===== config.mk =====
export PLATFORM = sky130hd
export DESIGN_NAME = dkong3_dma_ctrl
export DESIGN_NICKNAME = d
export VERILOG_FILES = /design/src/rtl/dkong3_dma_ctrl.sv
export SDC_FILE = /design/constraint.sdc
export NUM_CORES = 1
export LEC_CHECK = 0
export ABC_CLOCK_PERIOD_IN_PS = 2300
export BUFFER_PORTS_ARGS = -buffer_cell sky130_fd_sc_hd__buf_2
export CORE_ASPECT_RATIO = 2
export CORE_MARGIN = 3
export CORE_UTILIZATION = 52
export CTS_BUF_LIST = sky130_fd_sc_hd__clkbuf_4 sky130_fd_sc_hd__clkbuf_8 sky130_fd_sc_hd__clkbuf_16
export CTS_CLUSTER_DIAMETER = 200
export DETAILED_ROUTE_END_ITERATION = 8
export PLACE_DENSITY_LB_ADDON = 0.12
export SYNTH_ARGS = -nofsm -noshare
export SYNTH_HDL_FRONTEND = slang
export SYNTH_SLANG_ARGS = --single-unit

===== constraint.sdc =====
create_clock -name I_CLK -period 2.3 [get_ports I_CLK]
set_input_delay 0.115 -clock I_CLK [delete_from_list [all_inputs] [get_ports I_CLK]]
set_output_delay 0.115 -clock I_CLK [all_outputs]
set_load 0.01 [all_outputs]

===== src/rtl/dkong3_dma_ctrl.sv =====
// Single-channel programmable block-transfer engine (copy or fill) for the sprite/work RAM ports.
// Bus is held via a request/acknowledge handshake; supports pause, abort and completion reporting.
module dkong3_dma_ctrl #(
  parameter int AW     = 10,
  parameter int DW     = 8,
  parameter int RD_LAT = 1
) (
  input  logic          I_CLK,
  input  logic          I_RST,
  input  logic          I_TRIG,
  input  logic          I_ABORT,
  input  logic          I_MODE,
  input  logic [AW-1:0] I_SRC,
  input  logic [AW-1:0] I_DST,
  input  logic [AW:0]   I_LEN,
  input  logic [DW-1:0] I_FILL,
  input  logic          I_BUSAK,
  input  logic [DW-1:0] I_DS,
  output logic          O_BUSRQ,
  output logic [AW-1:0] O_AS,
  output logic [AW-1:0] O_AD,
  output logic [DW-1:0] O_DD,
  output logic          O_CES,
  output logic          O_CED,
  output logic          O_WE,
  output logic          O_BUSY,
  output logic          O_DONE,
  output logic          O_ABORTED
);

  typedef enum logic [2:0] {
    S_IDLE    = 3'd0,
    S_REQ     = 3'd1,
    S_READ    = 3'd2,
    S_WRITE   = 3'd3,
    S_RELEASE = 3'd4
  } state_t;

  state_t        state_q, state_d;
  logic          trig_q;
  logic [AW-1:0] src_q, dst_q;
  logic [AW:0]   cnt_q;
  logic          mode_q;
  logic [DW-1:0] fill_q, data_q;
  logic [2:0]    rd_cnt_q;
  logic          aborted_q;

  logic trig_acc, wr_fire, rd_last, last_byte, abort_end;

  // An edge arriving together with an abort is dropped rather than started.
  assign trig_acc  = (state_q == S_IDLE) && I_TRIG && !trig_q && !I_ABORT;
  assign wr_fire   = (state_q == S_WRITE) && I_BUSAK;
  assign rd_last   = (state_q == S_READ) && I_BUSAK && (rd_cnt_q == 3'(RD_LAT - 1));
  assign last_byte = (cnt_q == (AW+1)'(1));
  assign abort_end = I_ABORT && (((state_q == S_REQ) || (state_q == S_READ)) ||
                                 ((state_q == S_WRITE) && !(I_BUSAK && last_byte)));

  // NOTE: sequential state uses non-blocking (<=) so every flop samples pre-edge values.
  always_ff @(posedge I_CLK or posedge I_RST) begin
    if (I_RST) state_q <= S_IDLE;
    else       state_q <= state_d;
  end

  // NOTE: state_d gets a default before the case so no path leaves it unassigned (no latch).
  always_comb begin
    state_d = state_q;
    unique case (state_q)
      S_IDLE:    if (trig_acc) state_d = (I_LEN == '0) ? S_RELEASE : S_REQ;
      S_REQ: begin
        if (I_ABORT)      state_d = S_RELEASE;
        else if (I_BUSAK) state_d = mode_q ? S_WRITE : S_READ;
      end
      S_READ: begin
        if (I_ABORT)      state_d = S_RELEASE;
        else if (rd_last) state_d = S_WRITE;
      end
      S_WRITE: begin
        if (I_BUSAK) begin
          if (last_byte || I_ABORT) state_d = S_RELEASE;
          else                      state_d = mode_q ? S_WRITE : S_READ;
        end else if (I_ABORT) begin
          state_d = S_RELEASE;
        end
      end
      S_RELEASE: state_d = S_IDLE;
      default:   state_d = S_IDLE;
    endcase
  end

  always_comb begin
    O_BUSRQ   = (state_q == S_REQ) || (state_q == S_READ) || (state_q == S_WRITE);
    O_CES     = (state_q == S_READ) && I_BUSAK;
    O_CED     = wr_fire;
    O_WE      = wr_fire;
    O_AS      = src_q;
    O_AD      = dst_q;
    O_DD      = mode_q ? fill_q : data_q;
    O_BUSY    = (state_q != S_IDLE);
    O_DONE    = (state_q == S_RELEASE);
    O_ABORTED = aborted_q;
  end

  always_ff @(posedge I_CLK or posedge I_RST) begin
    if (I_RST) begin
      trig_q    <= 1'b0;
      src_q     <= '0;
      dst_q     <= '0;
      cnt_q     <= '0;
      mode_q    <= 1'b0;
      fill_q    <= '0;
      data_q    <= '0;
      rd_cnt_q  <= '0;
      aborted_q <= 1'b0;
    end else begin
      trig_q <= I_TRIG;
      if (trig_acc) begin
        src_q     <= I_SRC;
        dst_q     <= I_DST;
        cnt_q     <= I_LEN;
        mode_q    <= I_MODE;
        fill_q    <= I_FILL;
        rd_cnt_q  <= '0;
        aborted_q <= 1'b0;
      end
      if (abort_end) aborted_q <= 1'b1;
      // A paused read starts its latency count over once the bus returns.
      if (state_q == S_READ) begin
        if (!I_BUSAK) begin
          rd_cnt_q <= '0;
        end else if (rd_last) begin
          data_q   <= I_DS;
          rd_cnt_q <= '0;
        end else begin
          rd_cnt_q <= rd_cnt_q + 3'd1;
        end
      end
      if (wr_fire) begin
        dst_q <= dst_q + AW'(1);
        if (!mode_q) src_q <= src_q + AW'(1);
        cnt_q <= cnt_q - (AW+1)'(1);
      end
    end
  end

endmodule


After elaboration in Yosys (flattened, before gate mapping):

Index checks and enable logic that the tools add are counted.

* register bits: 56
* latch bits: 0
* memory bits (writable): 0
* bits in read-only memories: 0
* input bits: 53
* output and inout bits: 35
* memories kept: 0

* $add $sub $neg: 4
* $mul: 0
* div/mod/pow operators: 0
* order comparisons: 0
* equality and inequality tests: 9
* shifts and indexed selects: 0
* mux-type cells: 25
* bitwise operators: 0
* reduce and logical (&&, ||, !) cells: 25

Operators by type and width (count)
* $mux W10: 5
* $mux W3: 13
* $mux W11: 2
* $add A10 B1 Y10 const B: 2
* $pmux W3 S4: 1
* $eq A11 B1 Y1 const B: 1
* $logic_not A11 Y1: 1
* $sub A11 B1 Y11 const B: 1
* $logic_and A1 B1 Y1: 9
* $ne A3 B3 Y1 const B: 3
* $mux W8: 1
* $eq A3 B2 Y1 const B: 2
* $logic_not A3 Y1: 2
* $reduce_bool A2 Y1: 3
* $logic_or A1 B1 Y1: 4
* $reduce_and A4 Y1: 1
* $add A3 B1 Y3 const B: 1
* $eq A3 B1 Y1 const B: 1
* $eq A3 B3 Y1 const B: 1
* $logic_not A1 Y1: 3
* $mux W1: 3
* $reduce_and A3 Y1: 1
* $reduce_bool A3 Y1: 1
* $ne A2 B2 Y1 const B: 1

Depth between registers and ports, before layout:

Gate-level depths: netlist (run 1).

* word-level depth: 7
* gate-level depth with buffers: 7

Least setup slack after synthesis (run 1):

Ideal clock, no wire load.

* path kind: reg2reg
* from: reg cnt_q[5]
* to: reg cnt_q[9]
* library setup time: 0.087 ns
* arrival time: 1.723 ns
* path slack: 0.491 ns
* cell stages (with the launch flop): 5
* path buffers: 0
* period minus slack after synthesis: 1.809 ns
* cell sequence: dfrtp_1 or4_4 or4_4 o21a_1 a211oi_2

* cells in the longest elaborated chain, start to end: 2

Ends and longest elaborated chain
* start, declared: RTL line 42 `logic [AW:0] cnt_q;`
* start signal, assigned: RTL line 140 `cnt_q <= cnt_q - (AW+1)'(1);`
* $sub A11 B1 Y11: RTL line 140
* $mux W11: RTL line 137 `if (wr_fire) begin`

No other way between the ends.
A chain may end at the register's enable or synchronous reset.

Final worst setup path (run 1):

* from: reg cnt_q[5]
* to: reg aborted_q (netlist: O_ABORTED)

* cells in the longest elaborated chain, start to end: 7
* elaborated cells on any way between the ends: 8
* those cells by class: eq/ne: 1; mux: 1; reduce/logical: 6

Ends and longest elaborated chain
* $eq A11 B1 Y1 *: RTL line 54 `assign last_byte = (cnt_q == (AW+1)'(1));`
* $logic_and A1 B1 Y1 *: RTL line 56 `((state_q == S_WRITE) && !(I_BUSAK && last_byte)));`
* $logic_not A1 Y1 *: RTL line 56
* $logic_and A1 B1 Y1 *: RTL line 56
* $logic_or A1 B1 Y1 *: RTL line 55 `assign abort_end = I_ABORT && (((state_q == S_REQ) || (state_q == S_READ)) ||`
* $logic_and A1 B1 Y1 *: RTL line 55
* $mux W1 / $reduce_bool A2 Y1 (equally long branches)
* end signal, assigned: RTL line 113 `aborted_q <= 1'b0;`
* end signal, assigned: RTL line 123 `aborted_q <= 1'b0;`
* end signal, assigned: RTL line 125 `if (abort_end) aborted_q <= 1'b1;`
* end, declared: RTL line 46 `logic aborted_q;`

Every way passes the cells marked *; elsewhere a longest branch is shown, timed or not.

==> flow_summary.yaml, run 1 <==
synth:
  synth_cells: 311
  synth_nets: 370
  synth.most_common_cell: "dfrtp_1"
  synthFlopType: "dfrtp_1"
  synthTopCellsByArea: "dfrtp_1 (47%), nand2_1 (6.6%), mux2_2 (6.0%), nor2_1 (2.9%), ha_1 (2.5%)"
  avgSynthCellArea_um2: 9.66
  yosysWarnings: 0
  seq_area_frac_synth_pct: 46.6
  synth-edff-count: 0
  synth-async-reset-ratio_pct: 100
  synth.top_cells.by_count: "dfrtp_1 (56), nand2_1 (53), nor2_1 (23)"
  synth_seq_cells: 56
  synth_cell_types: 55
  yosysTopAreaCellShare_pct: 46.6
  synth_area_um2: 3010
  synth_top_area_cell: "dfrtp_1"
pwr:
  swShare_pct: 39.6
  p_sw_mw: 1.65
  combPwrFrac_pct: 41.9
  clkPwrFrac_pct: 13.0
  vdd_drop_max_v: 0.000799
  p_int_mw: 2.52
  pwr-share-seq_pct: 45.1
  leakagePower_nw: 1.73
  power_density_nw_per_um2: 1110
routing:
  ant_nets: 0
  routed_via_density: 5.98
  finalWirelength_um: 8060
  drt_iter0_drc: 112
  vias: 2822
  drc: 0
  drtPass1Iterations: 4
  avgRoutedWirePerCell_um: 17.1
cells_and_area:
  drive_gt1_share_pct: 33.5
  diodes: 0
  stdcell_area_um2: 3770
  area_growth_pct: 25.4
  final_cells: 472
  nets: 471
worst_setup_path:
  end_kind: "register"
  worstPathArrival_ns: 2.33
  required_ns: 2.52
  worst_setup_path_start_kind: "register"
  critical_path.max_fanout: 6
  crit_type: "reg -> reg"
clock_network:
  clkLatencyLatePin_ns: 0.32
  cts.sinks: 56
  clk_pin_slew_ns: 0.10
  max-clock-path-buffers: 2
  cts_tree: "yes"
  cts_buffers: 5
  ctsResizeCount: 0
  htreeDepth: 2
  clock-root-buffer: "clkbuf_8"
die:
  dieHeight_um: 114
  coreArea_um2: 5520
  placementRows: 38
  initial_utilization_pct: 54.5
  dieArea_um2: 6780
  pin_count: 88
  die_w_um: 59.8
outcome:
  status: "complete, no violations"
place:
  gp_congestion: 0.851
  dpl.hpwl_um: 5920
  dp.cells: 454
  placed_area_um2: 3580
  port_buffers: 87
flow_run:
  cap_viol_max_count: 0
timing:
  fmax_mhz: 474
  tightest_slew_ns: 0.684
  hold_viol: 0
  max_slew_margin_pct: 54.0
  fin_crit_ns: 2.11
  timing.final.crit_share_pct: 91.8
  setup_tns_ns: 0
  skew_ns: 0.0127
  rsz0062_at_grt: "false"
  drv_slew: 0
  setup_viol: 0
hold_path:
  worst_hold_path_type: "in -> reg"
global_route:
  grt_max_degree: 37
  grt_pass1_wl_um: 13800
  grt.total_usage_pct: 26.2
  grt_pass1_vias: 3063
  overflow: 0
  antenna_found_initial: 0
[cell families after synthesis]
kind of cell / synth area share [%]
AOI/OAI and AO/OA: 19.6
xor gates and xnor gates: 0.291
adders and majority gates: 2.50
buffers and inverters: 3.79
DFF: 46.6
muxes: 6.33
and+or+nand+nor: 20.9
[per-layer routing]
layer  global-route usage [%]  share of wire (%)  routed length [um]
met1                     29.8                 38                3040
met2                     45.5                 55                4410
met3                     4.87                4.5                 366
met4                     11.7                3.0                 243
met5                        0                  0                   0
[stage by stage]
stage                     utilization, %  worst slack (ns)  total power [mW]  hold slack (ns)
after floorplan                        -             0.491              2.93            0.146
after global placement              64.9             0.234              3.57            0.155
after detailed placement            64.9             0.225              3.62            0.158
after CTS                           68.3             0.215              4.18           0.0178
after global routing                68.3             0.109              4.51           0.0144
final                               68.3             0.189              4.17           0.0261
[state kept, by name (all words and copies together), names as in the netlist]
signal and flops:
O_AD 10, state_q 3, data_q 8, rd_cnt_q 3
fill_q 8, mode_q 1, trig_q 1, O_AS 10
O_ABORTED 1, cnt_q 11
[worst max-delay path, stage by stage (launching register included)]
cell      delay, ns
dfrtp_1        0.41
or4_4          0.58
nor4_1         0.60
nand3b_1       0.15
a32o_1         0.28
[final cells by class]
cell class | instances | area (um2)
clock buffer | 6 | 76.3
clock inverter | 1 | 5.00
fill | 464 | 1750
inverter | 10 | 37.5
multi-input combinational | 228 | 1490
sequential | 56 | 1400
tap | 60 | 75.1
timing repair buffer | 111 | 681
[final timing paths]
check	start	end	slack [ns]	cells past startpoint
max in group asynchronous	I_RST	data_q[2]	1.35	4
max	cnt_q[5]	O_ABORTED	0.19	4
min	I_DST[5]	O_AD[5]	0.03	3
min in group asynchronous	I_RST	O_AS[8]	0.36	3
max reg2reg	cnt_q[5]	O_ABORTED	0.19	4
min reg2reg	fill_q[3]	fill_q[3]	0.49	2
[cell usage in the layout, fill, tap and decap left out, types with 8 or more instances in the layout]
| cell | n |
|---|---|
| a311oi_1 | 8 |
| a211oi_1 | 9 |
| inv_1 | 8 |
| dlygate4sd3_1 | 11 |
| buf_2 | 87 |
| nand2_1 | 53 |
| o211ai_1 | 9 |
| dfrtp_1 | 56 |
| a21oi_1 | 13 |
| nor2_1 | 22 |
| mux2_2 | 16 |
| buf_4 | 10 |
[power by group through the flow]
stage / Sequential, mW / Combinational (mW) / Clock [mW]
after floorplan: 1.82 / 1.11 / 0
after global placement: 1.86 / 1.70 / 0
after detailed placement: 1.88 / 1.74 / 0
after CTS: 1.87 / 1.76 / 0.553
after global routing: 1.95 / 1.96 / 0.590
final: 1.88 / 1.75 / 0.541
[timing repair]
| action | 4_1_cts | 5_1_grt |
|---|---|---|
| endpoints found under the hold margin | 30 | 0 |
| setup buffers | 0 | 0 |
| hold buffers | 11 | 0 |
Note: power is estimated with default switching activity, not from simulation.
==> inputs of run 2 (changes only) <==
- RECOVER_POWER: unset -> 25
==> run 2 against run 1 <==
Against the previous run: via count shrank 0.57%; final cell count unchanged; clock power about the same; critical path depth unchanged; critical path type unchanged; largest cell class unchanged.
==> flow_summary.yaml, run 2 (same netlist as run 1, synthesis figures left out) <==
outcome:
  status: "complete, no violations"
worst_setup_path:
  crit_type: "reg -> reg"
  r2r_slack_ns: 0.19
  worst_setup_path_start_kind: "register"
  regToRegEndpoint: "O_ABORTED"
  startpoint: "cnt_q[5]"
  end_kind: "register"
  worstPathArrival_ns: 2.33
  r2r_start: "cnt_q[5]"
  critical_path.max_fanout: 6
  r2r_cells: 4
  required_ns: 2.52
routing:
  ant_nets: 0
  drt_iter0_drc: 90
  drc: 0
  routed_via_density: 5.94
  drtPass1Iterations: 4
  vias: 2806
  finalWirelength_um: 8040
  avgRoutedWirePerCell_um: 17.0
timing:
  fin_crit_ns: 2.11
  hold_viol: 0
  skew_ns: 0.0119
  tightest_slew_ns: 0.920
  drv_slew: 0
  timing.final.crit_share_pct: 91.8
  setup_tns_ns: 0
  setup_viol: 0
  rsz0062_at_grt: "false"
  fmax_mhz: 474
  max_slew_margin_pct: 38.7
die:
  die_w_um: 59.8
  initial_utilization_pct: 54.5
  pin_count: 88
  dieHeight_um: 114
  coreArea_um2: 5520
  dieArea_um2: 6780
  placementRows: 38
place:
  gp_congestion: 0.851
  port_buffers: 87
  dp.cells: 454
  dpl.hpwl_um: 5920
clock_network:
  cts_tree: "yes"
  htreeDepth: 2
  cts.sinks: 56
  postCtsSetupBuffers: 0
  clkLatencyLatePin_ns: 0.32
  ctsResizeCount: 0
  clock-root-buffer: "clkbuf_8"
  max-clock-path-buffers: 2
  cts_buffers: 5
  clk_pin_slew_ns: 0.10
hold_path:
  worst_hold_path_type: "in -> reg"
  min_from: "I_DST[5]"
  min_to: "O_AD[5]"
  min_path_cells: 3
pwr:
  vdd_drop_max_v: 0.000795
  leakagePower_nw: 1.72
  power_density_nw_per_um2: 1110
cells_and_area:
  most-common-layout-cells: "buf_2 (85), dfrtp_1 (56), nand2_1 (53)"
  nFillCells: 468
  nets: 471
  final_common_cell: "buf_2"
  diodes: 0
  area_growth_pct: 24.8
  largest_reg_flops: 11
  final_cells: 472
  drive_gt1_share_pct: 32.8
  top_register: "cnt_q"
global_route:
  grt.total_usage_pct: 26.2
  antenna_found_initial: 0
  overflow: 0
  grt_pass1_vias: 3063
  grt_pass1_wl_um: 13800
  grt_max_degree: 37
flow_run:
  cap_viol_max_count: 0
## run 2: cell types whose count changed in the layout (fill, tap and decap cells not counted)
cell	before	now
inv_1	8	9
buf_2	87	85
clkbuf_1	0	2
inv_2	2	1
clkbuf_2	0	1
buf_12	3	2
## run 2: timing repair
| action | CTS | global route |
|---|---|---|
| endpoints found under the hold margin | 30 | 0 |
| setup endpoints to repair | 0 | 0 |
| hold buffers | 11 | 0 |
## run 2: cell type report
type / instances / area [um2] / area share (%)
clock buffers: 6 / 76.3 / 2.03
clock inverters: 1 / 5.00 / 0.133
inverters: 10 / 37.5 / 1.00
multi-input cells: 228 / 1490 / 39.8
flip-flops and latches: 56 / 1400 / 37.4
well taps: 60 / 75.1 / 2.00
repair buffers: 111 / 663 / 17.7
## run 2: worst max path at each step
stage,endpoint,slack (ns),depth (start not counted)
after global routing,O_ABORTED,0.11,4
final,O_ABORTED,0.19,4
after global placement,O_ABORTED,0.23,4
after CTS,O_ABORTED,0.22,4
after floorplan,cnt_q[9],0.49,4
after detailed placement,O_ABORTED,0.23,4
## run 2: critical path, cell delays in order (launching register included)
cell and delay [ns]:
dfrtp_1 0.41, or4_4 0.58, nor4_1 0.60, nand3b_1 0.15
a32o_1 0.28
## run 2: metal layers
layer | global-route usage [%] | part of all wire (%) | vias to the layer above
met1 | 29.8 | 38 | 1361
met4 | 11.7 | 3.0 | 0
met3 | 4.87 | 4.4 | 16
li1 | - | - | 1357
met2 | 45.5 | 55 | 72
met5 | 0 | 0 | -
## run 2: through the flow
stage / utilization, % / power (mW) / setup WS, ns / hold slack [ns] / area [um2]
after CTS: 68.3 / 4.18 / 0.215 / 0.0178 / 3770
final: 68.0 / 4.17 / 0.188 / 0.0262 / 3750
after detailed placement: 64.9 / 3.62 / 0.225 / 0.158 / 3580
after global routing: 68.0 / 4.50 / 0.109 / 0.0144 / 3750
after floorplan: - / 2.93 / 0.491 / 0.146 / 3010
after global placement: 64.9 / 3.57 / 0.234 / 0.155 / 3580
## run 2: power by group
group | switching [mW] | internal [mW]
Sequential | 0.467 | 1.41
Combinational | 0.863 | 0.878
Clock | 0.322 | 0.220
==> inputs of run 3 (changes only) <==
- RECOVER_POWER: 25 -> 50
==> run 3 against run 2 <==
Against the previous run: sequential share of layout area increased by 0.19 points; hold slack about the same; register-to-register slack about the same; sequential cell count unchanged; total power decreased by 0.78%; setup slack improved by 0.0020 ns; count of clock-buffer cells in the layout unchanged; critical path type unchanged.
==> flow_summary.yaml, run 3 (same netlist as run 1, synthesis figures left out) <==
hold_path:
  min_path_cells: 3
  min_to: "O_AD[5]"
  worst_hold_path_type: "in -> reg"
  min_from: "I_DST[5]"
die:
  die_w_um: 59.8
  placementRows: 38
  coreArea_um2: 5520
  pin_count: 88
  initial_utilization_pct: 54.5
  dieArea_um2: 6780
  dieHeight_um: 114
timing:
  rsz0062_at_grt: "false"
  max_slew_margin_pct: 38.6
  skew_ns: 0.0117
  fin_crit_ns: 2.11
  tightest_slew_ns: 0.921
  fmax_mhz: 474
  setup_tns_ns: 0
  setup_viol: 0
  hold_viol: 0
  timing.final.crit_share_pct: 91.7
  drv_slew: 0
cells_and_area:
  largest_reg_flops: 11
  final_common_cell: "buf_2"
  area_growth_pct: 24.2
  top_register: "cnt_q"
  most-common-layout-cells: "buf_2 (70), dfrtp_1 (56), nand2_1 (53)"
  diodes: 0
  drive_gt1_share_pct: 29.1
  stdcell_area_um2: 3730
  nets: 471
global_route:
  antenna_found_initial: 0
  grt_pass1_vias: 3063
  overflow: 0
  grt_pass1_wl_um: 13800
  grt_max_degree: 37
  grt.total_usage_pct: 26.2
clock_network:
  cts.sinks: 56
  htreeDepth: 2
  clk_pin_slew_ns: 0.10
  max-clock-path-buffers: 2
  cts_buffers: 5
  clkLatencyLatePin_ns: 0.32
  ctsResizeCount: 0
  cts_tree: "yes"
  clock-root-buffer: "clkbuf_8"
pwr:
  power_density_nw_per_um2: 1110
  clkPwrFrac_pct: 13.1
  p_sw_mw: 1.65
  total_power_mw: 4.13
  combPwrFrac_pct: 41.3
  swShare_pct: 40.0
  p_int_mw: 2.48
  vdd_drop_max_v: 0.000785
  pwr-share-seq_pct: 45.6
  leakagePower_nw: 1.68
routing:
  vias: 2803
  drt_iter0_drc: 95
  ant_nets: 0
  drtPass1Iterations: 4
  avgRoutedWirePerCell_um: 17.0
  finalWirelength_um: 8040
  routed_via_density: 5.94
  drc: 0
place:
  dpl.hpwl_um: 5920
  port_buffers: 87
  gp_congestion: 0.851
  placed_area_um2: 3580
worst_setup_path:
  r2r_start: "cnt_q[5]"
  required_ns: 2.52
  regToRegEndpoint: "O_ABORTED"
  crit_type: "reg -> reg"
  r2r_cells: 4
  end_kind: "register"
  critical_path.max_fanout: 6
  r2r_slack_ns: 0.19
  worstPathArrival_ns: 2.33
  worst_setup_path_start_kind: "register"
outcome:
  status: "complete, no violations"
flow_run:
  cap_viol_max_count: 0
==> run 3: layout make-up <==
type | count | area [um2]
fillers | 476 | 1780
multi-input cells | 228 | 1490
flip-flops and latches | 56 | 1400
repair buffers | 111 | 644
clock buffers | 6 | 76.3
well taps | 60 | 75.1
inverters | 10 | 37.5
clock inverters | 1 | 5.00
==> run 3: stage by stage <==
| stage | worst slack (ns) | std cells | hold slack, ns | utilization [%] |
|---|---|---|---|---|
| floorplan | 0.491 | 311 | 0.146 | - |
| global placement | 0.234 | 454 | 0.155 | 64.9 |
| detailed placement | 0.225 | 454 | 0.158 | 64.9 |
| CTS | 0.215 | 472 | 0.0178 | 68.3 |
| global route | 0.109 | 472 | 0.0144 | 67.7 |
| finish | 0.190 | 472 | 0.0258 | 67.7 |
==> run 3: timing repair <==
item                       4_1_cts  5_1_grt
setup buffers                    0        0
setup endpoints to repair        0        0
hold buffers                    11        0
hold endpoints to repair        30        0
==> run 3: critical path, cell delays in order (launching register included) <==
cell	delay, ns
dfrtp_1	0.41
or4_4	0.58
nor4_1	0.60
nand3b_1	0.15
a32o_1	0.28
==> run 3: worst max path at each step <==
| stage | cells after the start | slack, ns | start | end |
|---|---|---|---|---|
| 4_1_cts | 4 | 0.22 | cnt_q[5] | O_ABORTED |
| 3_3_place_gp | 4 | 0.23 | cnt_q[5] | O_ABORTED |
| 3_5_place_dp | 4 | 0.23 | cnt_q[5] | O_ABORTED |
| 2_1_floorplan | 4 | 0.49 | cnt_q[5] | cnt_q[9] |
| 5_1_grt | 4 | 0.11 | cnt_q[5] | O_ABORTED |
| 6_report | 4 | 0.19 | cnt_q[5] | O_ABORTED |
==> run 3: power by group through the flow <==
stage / Combinational (mW) / Sequential, mW / Clock [mW]
after floorplan: 1.11 / 1.82 / 0
after global placement: 1.70 / 1.86 / 0
after detailed placement: 1.74 / 1.88 / 0
after CTS: 1.76 / 1.87 / 0.553
after global routing: 1.92 / 1.96 / 0.590
final: 1.71 / 1.88 / 0.542
==> run 3: metal layers <==
layer	part of all wire (%)	GRT usage, %	wire [um]
met1	38	29.8	3050
met2	55	45.5	4400
met3	4.3	4.87	343
met4	3.0	11.7	243
met5	0	0	0
